**src/rtl/bp_resolve_tracker_if.sv**
```systemverilog
// Signal bundle between the frontend/execute stages and the resolve tracker:
// prediction push, in-order branch resolve, and the registered meta-predictor update.
interface bp_resolve_tracker_if #(
    parameter int unsigned VLEN            = 32,
    parameter int unsigned INSTR_PER_FETCH = 2
);
    typedef struct packed {
        logic            valid;
        logic [VLEN-1:0] pc;
        logic            taken;
    } bht_update_t;

    logic                       push_valid_i;
    logic                       push_ready_o;
    logic [VLEN-1:0]            push_pc_i;
    logic                       push_local_taken_i;
    logic                       push_global_taken_i;
    logic                       resolve_valid_i;
    logic [VLEN-1:0]            resolve_pc_i;
    logic                       resolve_taken_i;
    bht_update_t                bht_update_o;
    logic [INSTR_PER_FETCH-1:0] local_correct_o;
    logic [INSTR_PER_FETCH-1:0] global_correct_o;

    modport master (
        output push_valid_i, push_pc_i, push_local_taken_i, push_global_taken_i,
        output resolve_valid_i, resolve_pc_i, resolve_taken_i,
        input  push_ready_o, bht_update_o, local_correct_o, global_correct_o
    );

    modport slave (
        input  push_valid_i, push_pc_i, push_local_taken_i, push_global_taken_i,
        input  resolve_valid_i, resolve_pc_i, resolve_taken_i,
        output push_ready_o, bht_update_o, local_correct_o, global_correct_o
    );
endinterface

```
**src/rtl/bp_resolve_tracker.sv**
```systemverilog
// Holds local/global fetch-time predictions per branch in a circular FIFO and, on
// in-order resolve, emits a one-cycle update with per-slot predictor-correct flags.
module bp_resolve_tracker #(
    parameter int unsigned VLEN            = 32,
    parameter bit          RVC             = 1'b1,
    parameter int unsigned INSTR_PER_FETCH = 2,
    parameter bit          DebugEn         = 1'b1,
    parameter int unsigned DEPTH           = 8
) (
    input  logic                     clk_i,
    input  logic                     rst_ni,
    input  logic                     flush_i,
    input  logic                     debug_mode_i,
    bp_resolve_tracker_if.slave      bus,
    output logic [$clog2(DEPTH):0]   count_o,
    output logic                     mismatch_o
);
    localparam int unsigned PTR_W  = $clog2(DEPTH);
    localparam int unsigned CNT_W  = PTR_W + 1;
    localparam int unsigned SLOT_W = (INSTR_PER_FETCH > 1) ? $clog2(INSTR_PER_FETCH) : 1;

    logic [DEPTH-1:0][VLEN-1:0] pc_q;
    logic [DEPTH-1:0]           local_q;
    logic [DEPTH-1:0]           global_q;
    logic [PTR_W-1:0]           head_q, tail_q;
    logic [CNT_W-1:0]           count_q, count_d;

    logic                       push_ready, push_fire, pop, hit, upd;
    logic [SLOT_W-1:0]          slot;
    logic [INSTR_PER_FETCH-1:0] lc_d, gc_d;

    logic [VLEN+1:0]            upd_q;
    logic [INSTR_PER_FETCH-1:0] lc_q, gc_q;
    logic                       mm_q;

    // Ready looks only at registered occupancy, never at a same-cycle pop.
    assign push_ready = (count_q != CNT_W'(DEPTH)) && !flush_i;
    assign push_fire  = bus.push_valid_i && push_ready;
    assign pop        = bus.resolve_valid_i && (count_q != '0);
    assign hit        = pop && (pc_q[head_q] == bus.resolve_pc_i);
    assign upd        = hit && !(DebugEn && debug_mode_i);

    always_comb begin
        count_d = count_q;
        if (push_fire && !pop)      count_d = count_q + 1'b1;
        else if (!push_fire && pop) count_d = count_q - 1'b1;
    end

    always_comb begin
        slot = '0;
        if (RVC && INSTR_PER_FETCH > 1) slot = bus.resolve_pc_i[SLOT_W:1];
    end

    for (genvar s = 0; s < INSTR_PER_FETCH; s++) begin : g_slot
        assign lc_d[s] = upd && (slot == SLOT_W'(s)) && (local_q[head_q]  == bus.resolve_taken_i);
        assign gc_d[s] = upd && (slot == SLOT_W'(s)) && (global_q[head_q] == bus.resolve_taken_i);
    end

    always_ff @(posedge clk_i or negedge rst_ni) begin
        if (!rst_ni) begin
            head_q  <= '0;
            tail_q  <= '0;
            count_q <= '0;
        end else if (flush_i) begin
            head_q  <= '0;
            tail_q  <= '0;
            count_q <= '0;
        end else begin
            if (pop)       head_q <= head_q + 1'b1;
            if (push_fire) tail_q <= tail_q + 1'b1;
            count_q <= count_d;
        end
    end

    always_ff @(posedge clk_i or negedge rst_ni) begin
        if (!rst_ni) begin
            pc_q     <= '0;
            local_q  <= '0;
            global_q <= '0;
        end else if (push_fire) begin
            pc_q[tail_q]     <= bus.push_pc_i;
            local_q[tail_q]  <= bus.push_local_taken_i;
            global_q[tail_q] <= bus.push_global_taken_i;
        end
    end

    // Resolve is evaluated ahead of flush, so a flushing cycle still reports its update.
    always_ff @(posedge clk_i or negedge rst_ni) begin
        if (!rst_ni) begin
            upd_q <= '0;
            lc_q  <= '0;
            gc_q  <= '0;
            mm_q  <= 1'b0;
        end else begin
            upd_q <= upd ? {1'b1, bus.resolve_pc_i, bus.resolve_taken_i} : '0;
            lc_q  <= lc_d;
            gc_q  <= gc_d;
            mm_q  <= pop && !hit;
        end
    end

    assign bus.push_ready_o     = push_ready;
    assign bus.bht_update_o     = upd_q;
    assign bus.local_correct_o  = lc_q;
    assign bus.global_correct_o = gc_q;
    assign count_o              = count_q;
    assign mismatch_o           = mm_q;
endmodule

```
**src/flat_wrapper.sv**
```systemverilog
// flat-port wrapper written by rule: the top's interface ports become plain ports
module bp_resolve_tracker_flat 
#(
    parameter int unsigned VLEN            = 32,
    parameter bit          RVC             = 1'b1,
    parameter int unsigned INSTR_PER_FETCH = 2,
    parameter bit          DebugEn         = 1'b1,
    parameter int unsigned DEPTH           = 8
)
  (clk_i, rst_ni, flush_i, debug_mode_i, count_o, mismatch_o, bus_push_valid_i, bus_push_pc_i, bus_push_local_taken_i, bus_push_global_taken_i, bus_resolve_valid_i, bus_resolve_pc_i, bus_resolve_taken_i, bus_push_ready_o, bus_bht_update_o, bus_local_correct_o, bus_global_correct_o);
  bp_resolve_tracker_if #(.VLEN(VLEN), .INSTR_PER_FETCH(INSTR_PER_FETCH)) bus_i ();
  input  logic clk_i;
  input  logic rst_ni;
  input  logic flush_i;
  input  logic debug_mode_i;
  output logic [$clog2(DEPTH):0] count_o;
  output logic mismatch_o;
  input wire logic [$bits(bus_i.push_valid_i)-1:0] bus_push_valid_i;
  input wire logic [$bits(bus_i.push_pc_i)-1:0] bus_push_pc_i;
  input wire logic [$bits(bus_i.push_local_taken_i)-1:0] bus_push_local_taken_i;
  input wire logic [$bits(bus_i.push_global_taken_i)-1:0] bus_push_global_taken_i;
  input wire logic [$bits(bus_i.resolve_valid_i)-1:0] bus_resolve_valid_i;
  input wire logic [$bits(bus_i.resolve_pc_i)-1:0] bus_resolve_pc_i;
  input wire logic [$bits(bus_i.resolve_taken_i)-1:0] bus_resolve_taken_i;
  output wire logic [$bits(bus_i.push_ready_o)-1:0] bus_push_ready_o;
  output wire logic [$bits(bus_i.bht_update_o)-1:0] bus_bht_update_o;
  output wire logic [$bits(bus_i.local_correct_o)-1:0] bus_local_correct_o;
  output wire logic [$bits(bus_i.global_correct_o)-1:0] bus_global_correct_o;
  assign bus_i.push_valid_i = bus_push_valid_i;
  assign bus_i.push_pc_i = bus_push_pc_i;
  assign bus_i.push_local_taken_i = bus_push_local_taken_i;
  assign bus_i.push_global_taken_i = bus_push_global_taken_i;
  assign bus_i.resolve_valid_i = bus_resolve_valid_i;
  assign bus_i.resolve_pc_i = bus_resolve_pc_i;
  assign bus_i.resolve_taken_i = bus_resolve_taken_i;
  assign bus_push_ready_o = bus_i.push_ready_o;
  assign bus_bht_update_o = bus_i.bht_update_o;
  assign bus_local_correct_o = bus_i.local_correct_o;
  assign bus_global_correct_o = bus_i.global_correct_o;
  bp_resolve_tracker #(.VLEN(VLEN), .RVC(RVC), .INSTR_PER_FETCH(INSTR_PER_FETCH), .DebugEn(DebugEn), .DEPTH(DEPTH)) u_core (.clk_i(clk_i), .rst_ni(rst_ni), .flush_i(flush_i), .debug_mode_i(debug_mode_i), .bus(bus_i), .count_o(count_o), .mismatch_o(mismatch_o));
endmodule
```
**config.mk**
```make
export PLATFORM = sky130hd
export DESIGN_NAME = bp_resolve_tracker_flat
export DESIGN_NICKNAME = d
export VERILOG_FILES = /design/src/rtl/bp_resolve_tracker_if.sv /design/src/rtl/bp_resolve_tracker.sv /design/src/flat_wrapper.sv
export SDC_FILE = /design/constraint.sdc
export NUM_CORES = 1
export LEC_CHECK = 0
export ABC_CLOCK_PERIOD_IN_PS = 5100
export CORE_UTILIZATION = 42
export DETAILED_ROUTE_END_ITERATION = 10
export GPL_TIMING_DRIVEN = 0
export SLEW_MARGIN = 20
export SYNTH_ARGS = -nofsm -noshare
export SYNTH_HDL_FRONTEND = slang
export SYNTH_SLANG_ARGS = --single-unit
export TNS_END_PERCENT = 50
```
**constraint.sdc**
```tcl
create_clock -name clk_i -period 5.1 [get_ports clk_i]
set_input_delay 0.765 -clock clk_i [delete_from_list [all_inputs] [get_ports clk_i]]
set_output_delay 0.765 -clock clk_i [all_outputs]
set_load 0.005 [all_outputs]
```
**Word level (Yosys, flattened, before mapping)**

Cells that the tools add are included.

- Bits of input ports: 73
- Output and inout bits: 44
- Register bits after elaboration: 321
- Word-level logic and storage cells: 74

- Add/sub/neg operators: 4
- Multiplexer cells: 21
- Bitwise logic cells: 1
- Reductions and logical operators: 24
- Eq/ne operators: 4
- Magnitude comparators: 3

Operators with widths:

| kind | count |
|---|---|
| 256-bit bitwise mux | 1 |
| 32-bit binary-select mux with 3-bit select | 1 |
| 32-bit demux with 3-bit select | 1 |
| 32-bit two-way mux | 2 |
| 34-bit two-way mux | 1 |
| 32-bit == test | 1 |
| 8-bit bitwise mux | 2 |
| 1-bit logical AND | 15 |
| 3-bit two-way mux | 4 |
| 4-bit two-way mux | 3 |
| 3-bit by 4-bit < comparator with 1-bit output (second input constant) | 2 |
| 3-bit by 1-bit adder with 3-bit output (second input constant) | 2 |
| 1-bit binary-select mux with 3-bit select | 2 |
| 1-bit logical NOT | 5 |
| 4-bit by 1-bit adder with 4-bit output (second input constant) | 1 |
| 4-bit inequality test (second input constant) | 1 |
| 2-bit nonzero test | 2 |
| 4-bit nonzero test | 1 |
| 4-bit by 1-bit subtractor with 4-bit output (second input constant) | 1 |
| 1-bit demux with 3-bit select | 1 |
| 3-bit by 1-bit >= comparator with 1-bit output (second input constant) | 1 |
| 1-bit two-way mux | 3 |
| 3-bit nonzero test | 1 |
| 1-bit == test | 2 |
| 1-bit NOT | 1 |

**Depth between registers and ports, before layout**

- Depth in word-level cells: 8
- Mapped depth: 13
- Depth with buffers taken out: 11

**Worst setup path before layout**

No wires, ideal clock.

- Path kind: input to register
- From: input port flush_i
- To: register u_core.pc_q[100] (netlist bit)
- Setup slack: 2321 ps
- Required time: 4975 ps
- Data arrival time: 2654 ps
- Stages: 7
- Cell sequence: inv_1 -> and3_1 -> clkbuf_1 -> nand2_1 -> nor3b_1 -> clkbuf_1 -> mux2_2

- Longest elaborated chain between the ends: 3

Ends and longest elaborated chain:

| item | RTL line | text |
|---|---|---|
| from (decl) | flat_wrapper.sv:14 | `input logic flush_i;` |
| 1-bit logical NOT | bp_resolve_tracker.sv:37 | `assign push_ready = (count_q != CNT_W'(DEPTH)) && !flush_i;` |
| 1-bit logical AND | bp_resolve_tracker.sv:37 |  |
| 1-bit logical AND | bp_resolve_tracker.sv:38 | `assign push_fire = bus.push_valid_i && push_ready;` |
| to (signal, indexed assignment) | bp_resolve_tracker.sv:81 | `pc_q[tail_q] <= bus.push_pc_i;` |
| to (decl) | bp_resolve_tracker.sv:22 | `logic [DEPTH-1:0][VLEN-1:0] pc_q;` |

No other way between the ends.
A chain may end at the register's enable or synchronous reset.

**Final worst setup path**

- From: register u_core.head_q[1]
- To: register u_core.upd_q[28], in the netlist u_core.bus.bht_update_o[28]

- Longest elaborated chain between the ends: 6

Ends and longest elaborated chain:

| item | RTL line | text |
|---|---|---|
| from (decl) | bp_resolve_tracker.sv:25 | `logic [PTR_W-1:0] head_q, tail_q;` |
| from (signal assigned) | bp_resolve_tracker.sv:69 | `if (pop) head_q <= head_q + 1'b1;` |
| 32-bit binary-select mux with 3-bit select | bp_resolve_tracker.sv:40 | `assign hit = pop && (pc_q[head_q] == bus.resolve_pc_i);` |
| 32-bit two-way mux (not written as such) | bp_resolve_tracker.sv:40 |  |
| 32-bit == test | bp_resolve_tracker.sv:40 |  |
| 1-bit logical AND | bp_resolve_tracker.sv:40 |  |
| 1-bit logical AND | bp_resolve_tracker.sv:41 | `assign upd = hit && !(DebugEn && debug_mode_i);` |
| 34-bit two-way mux | bp_resolve_tracker.sv:95 | `upd_q <= upd ? {1'b1, bus.resolve_pc_i, bus.resolve_taken_i} : '0;` |
| to (signal assigned) | bp_resolve_tracker.sv:95 |  |
| to (decl) | bp_resolve_tracker.sv:32 | `logic [VLEN+1:0] upd_q;` |

No other way between the ends. The select of a mux whose other input is x is not followed.

==> run metrics <==
synth unique cells=43; P_leak=7.873 nW; peak supply drop=0.2112 mV; Worst-Margin Slew=0.9971 ns; clock latency on the worst-skew pair=0.51 ns; grt total ovfl=0; CTS Buf Count=37; Sequential Power Share=41.0%; RD Place Congestion=0.7614; crit-path max FO=10; critical path cell sequence=buf_6, buf_6, buf_2, mux4_2, xnor2_1, a21oi_1, nand4_1, nor4_2, buf_4, buf_6, and3_1; number of flops mapped to enable cells by yosys=0; initial core utilization=a little over two fifths; RSZ-0062 raised after global routing=no; pre-CTS WS=0.8067 ns; clock power share=30.3%; antenna fix cells=0; die height=~190 µm; Post-Syn Area=approximately 14000 µm²; register area share after synthesis=a little under three fifths; post-CTS setup buffer count=0; Hold Buf Count CTS=0; Sink Count=321; most frequent cells in the layout=dfrtp_1 (321), mux2_2 (272), clkdlybuf4s50_1 (115), mux2i_1 (65), clkbuf_1 (42); largest net degree at the start of global routing=between 90 and 100; routed len/inst=23.90 µm; syn nets=1036; Cells after DPL=1525; Comb power frac=28.8%; cell count after synthesis=958; number of port buffers=~120; Final setup viols=0; most frequent CP cell=buf_6; Synth area leader=dfrtp_1; Synth Area per Inst=15.08 µm²; area grow syn2layout=20.50%; Reg clk slew, reported paths=0.06 ns; post-route clock period utilization=between 80% and 90%; outcome=finished clean; share of layout cells above drive strength 1=34.68%; delay of the slowest cell on the worst path=0.62 ns; ys flop type=dfrtp_1; startpoint types=flop; commonest non-fill, non-tap cell in the layout=dfrtp_1; fin worst setup slack=0.9326 ns; Hold Path Class=primary input to async pin; root cell of the clock tree=clkbuf_16; GRT Total Usage=between 20 and 25%; total core area=approximately 34000 µm²; clk buf depth=3; Critical Path RT=5.52 ns; Synth area leaders=dfrtp_1 (56%), mux2_2 (21%), mux4_2 (6.2%), mux2i_1 (4.5%), and3_1 (1.7%); antenna violations before repair=2; pwr/cell area=478.7 nW/µm²; clock skew=between 0.01 and 0.015 ns; Layout Nets=1194; drt first-iter violations=520; post_cts resized=0; final slew viol count=0; WP data arrival=approximately 4.6 ns; Detailed Place HPWL=between 20000 and 30000 µm; row count=67; antenna viol nets, final=0; worst rel slew slack=33.53%; vias in the first global route=9158; DR vias/cell=5.480; # DRC=0; number of synthesized register bits=321; area of the die=35150 µm²; chip width=about 190 µm; max-cap violations=0; Finished Layout Cells=1584; Synth top area share=55.60%; fin crit period=4.167 ns; first-pass GRT wire length=58200 µm; Syn. warnings=0; Int Pwr=approximately 5.9 mW; CTS tree=built; Switching Share=29.10%; Via Count=8680; asr flop ratio synth=100.0%; Max H-tree Level=2; CP endpoint kind=flop; NetSw=2.426 mW; io pins=117; Routed WL=between 30000 and 40000 µm; WS Path Type=flop to flop; Final Hold Viols=0; slowest cell on the critical path=mux4_2; 1st-pass router iterations=5; fmax=roughly 240 MHz; register-to-register setup slack=0.93 ns
==> sequential cells by signal (all words and copies together) (netlist names) <==
| register | flops |
|---|---|
| u_core.local_q | 8 |
| u_core.count_o | 4 |
| u_core.global_q | 8 |
| u_core.tail_q | 3 |
| u_core.bus.local_correct_o | 2 |
| u_core.pc_q | 256 |
| u_core.bus.global_correct_o | 2 |
| u_core.bus.bht_update_o | 34 |
| u_core.mismatch_o | 1 |
| u_core.head_q | 3 |
==> critical path: cells and delay by family (launching register included) <==
| kind | cells | cell delay (ns) |
|---|---|---|
| buf+inv | 5 | 1.49 |
| simple gates | 3 | 1.05 |
| mux | 1 | 0.62 |
| flops | 1 | 0.37 |
| compound gates | 1 | 0.31 |
| xor+xnor | 1 | 0.23 |
==> cell families (layout without fill, tap and decap cells) <==
kind of cell               after synthesis  count (layout)  share of synthesized area (%)
and+or+nand+nor                        112             112                          4.313
adders and majority gates                5               5                         0.4850
xor gates and xnor gates                30              30                          1.819
DFF                                    321             321                          55.60
muxes                                  386             386                          33.58
AOI/OAI and AO/OA                       44              44                          1.957
buffers and inverters                   60             238                          2.252
==> power by group through the flow <==
stage	Sequential, mW	Clock (mW)	Combinational (mW)
floorplan	3.36	0	1.72
global placement	3.44	0	2.38
detailed placement	3.45	0	2.43
CTS	3.41	2.57	2.44
global route	3.49	2.67	2.61
finish	3.41	2.52	2.40
==> synthesized netlist by cell type, types with 3 or more instances <==
| library cell | instances |
|---|---|
| xnor2_1 | 18 |
| nor4_1 | 4 |
| dfrtp_1 | 321 |
| mux4_1 | 9 |
| a21oi_1 | 9 |
| a21o_1 | 3 |
| clkbuf_1 | 33 |
| and2_1 | 7 |
| buf_6 | 6 |
| buf_2 | 10 |
| mux2_2 | 272 |
| o21ai_0 | 10 |
| nand2_1 | 24 |
| nand3_1 | 5 |
| xor2_1 | 12 |
| a22oi_1 | 15 |
| mux2i_1 | 65 |
| and3_1 | 40 |
| mux4_2 | 40 |
| inv_1 | 4 |
| ha_1 | 4 |
| nor2_1 | 14 |
==> routing by layer <==
layer  global-route usage (%)  vias up  share of wire (%)
met5                        0        -              0.029
met4                    5.629        2                1.8
met3                    2.983       41                5.6
met2                    35.37      195                 47
met1                    32.26     4595                 45
li1                         -     3847                  -
==> path summary, 6_finish.rpt <==
path | from | cells after the start | endpoint
worst max-delay path | u_core.head_q[1] | 11 | u_core.bus.bht_update_o[28]
worst min-delay path | rst_ni | 1 | u_core.count_o[1]
worst max register to register | u_core.head_q[1] | 11 | u_core.bus.bht_update_o[28]
worst min register to register | u_core.pc_q[58] | 1 | u_core.pc_q[58]
max in group asynchronous | rst_ni | 3 | u_core.pc_q[175]
min in group clk_i | u_core.pc_q[58] | 1 | u_core.pc_q[58]
==> area by class of cell <==
class,count,area (µm²)
fillers,2901,16290
clock inverters,3,40.04
plain buffers,56,310.3
well taps,448,560.5
multi-input cells,577,6105
clock buffers,56,1097
inverters,4,15.01
repair buffers,119,1249
flip-flops and latches,321,8033
==> stage by stage <==
step                util, %  hold slack, ns  total power [mW]  instance area (µm²)  setup TNS, ns
global placement      47.98          0.4790             5.824                16170       -3520.96
floorplan                 -          0.4694             5.077                14450              0
detailed placement    48.28          0.4859             5.886                16270              0
CTS                   51.66          0.1639             8.421                17410              0
global route          51.66          0.1837             8.767                17410              0
finish                51.66          0.1548             8.334                17410              0
Note: power is estimated with default switching activity, not from simulation.
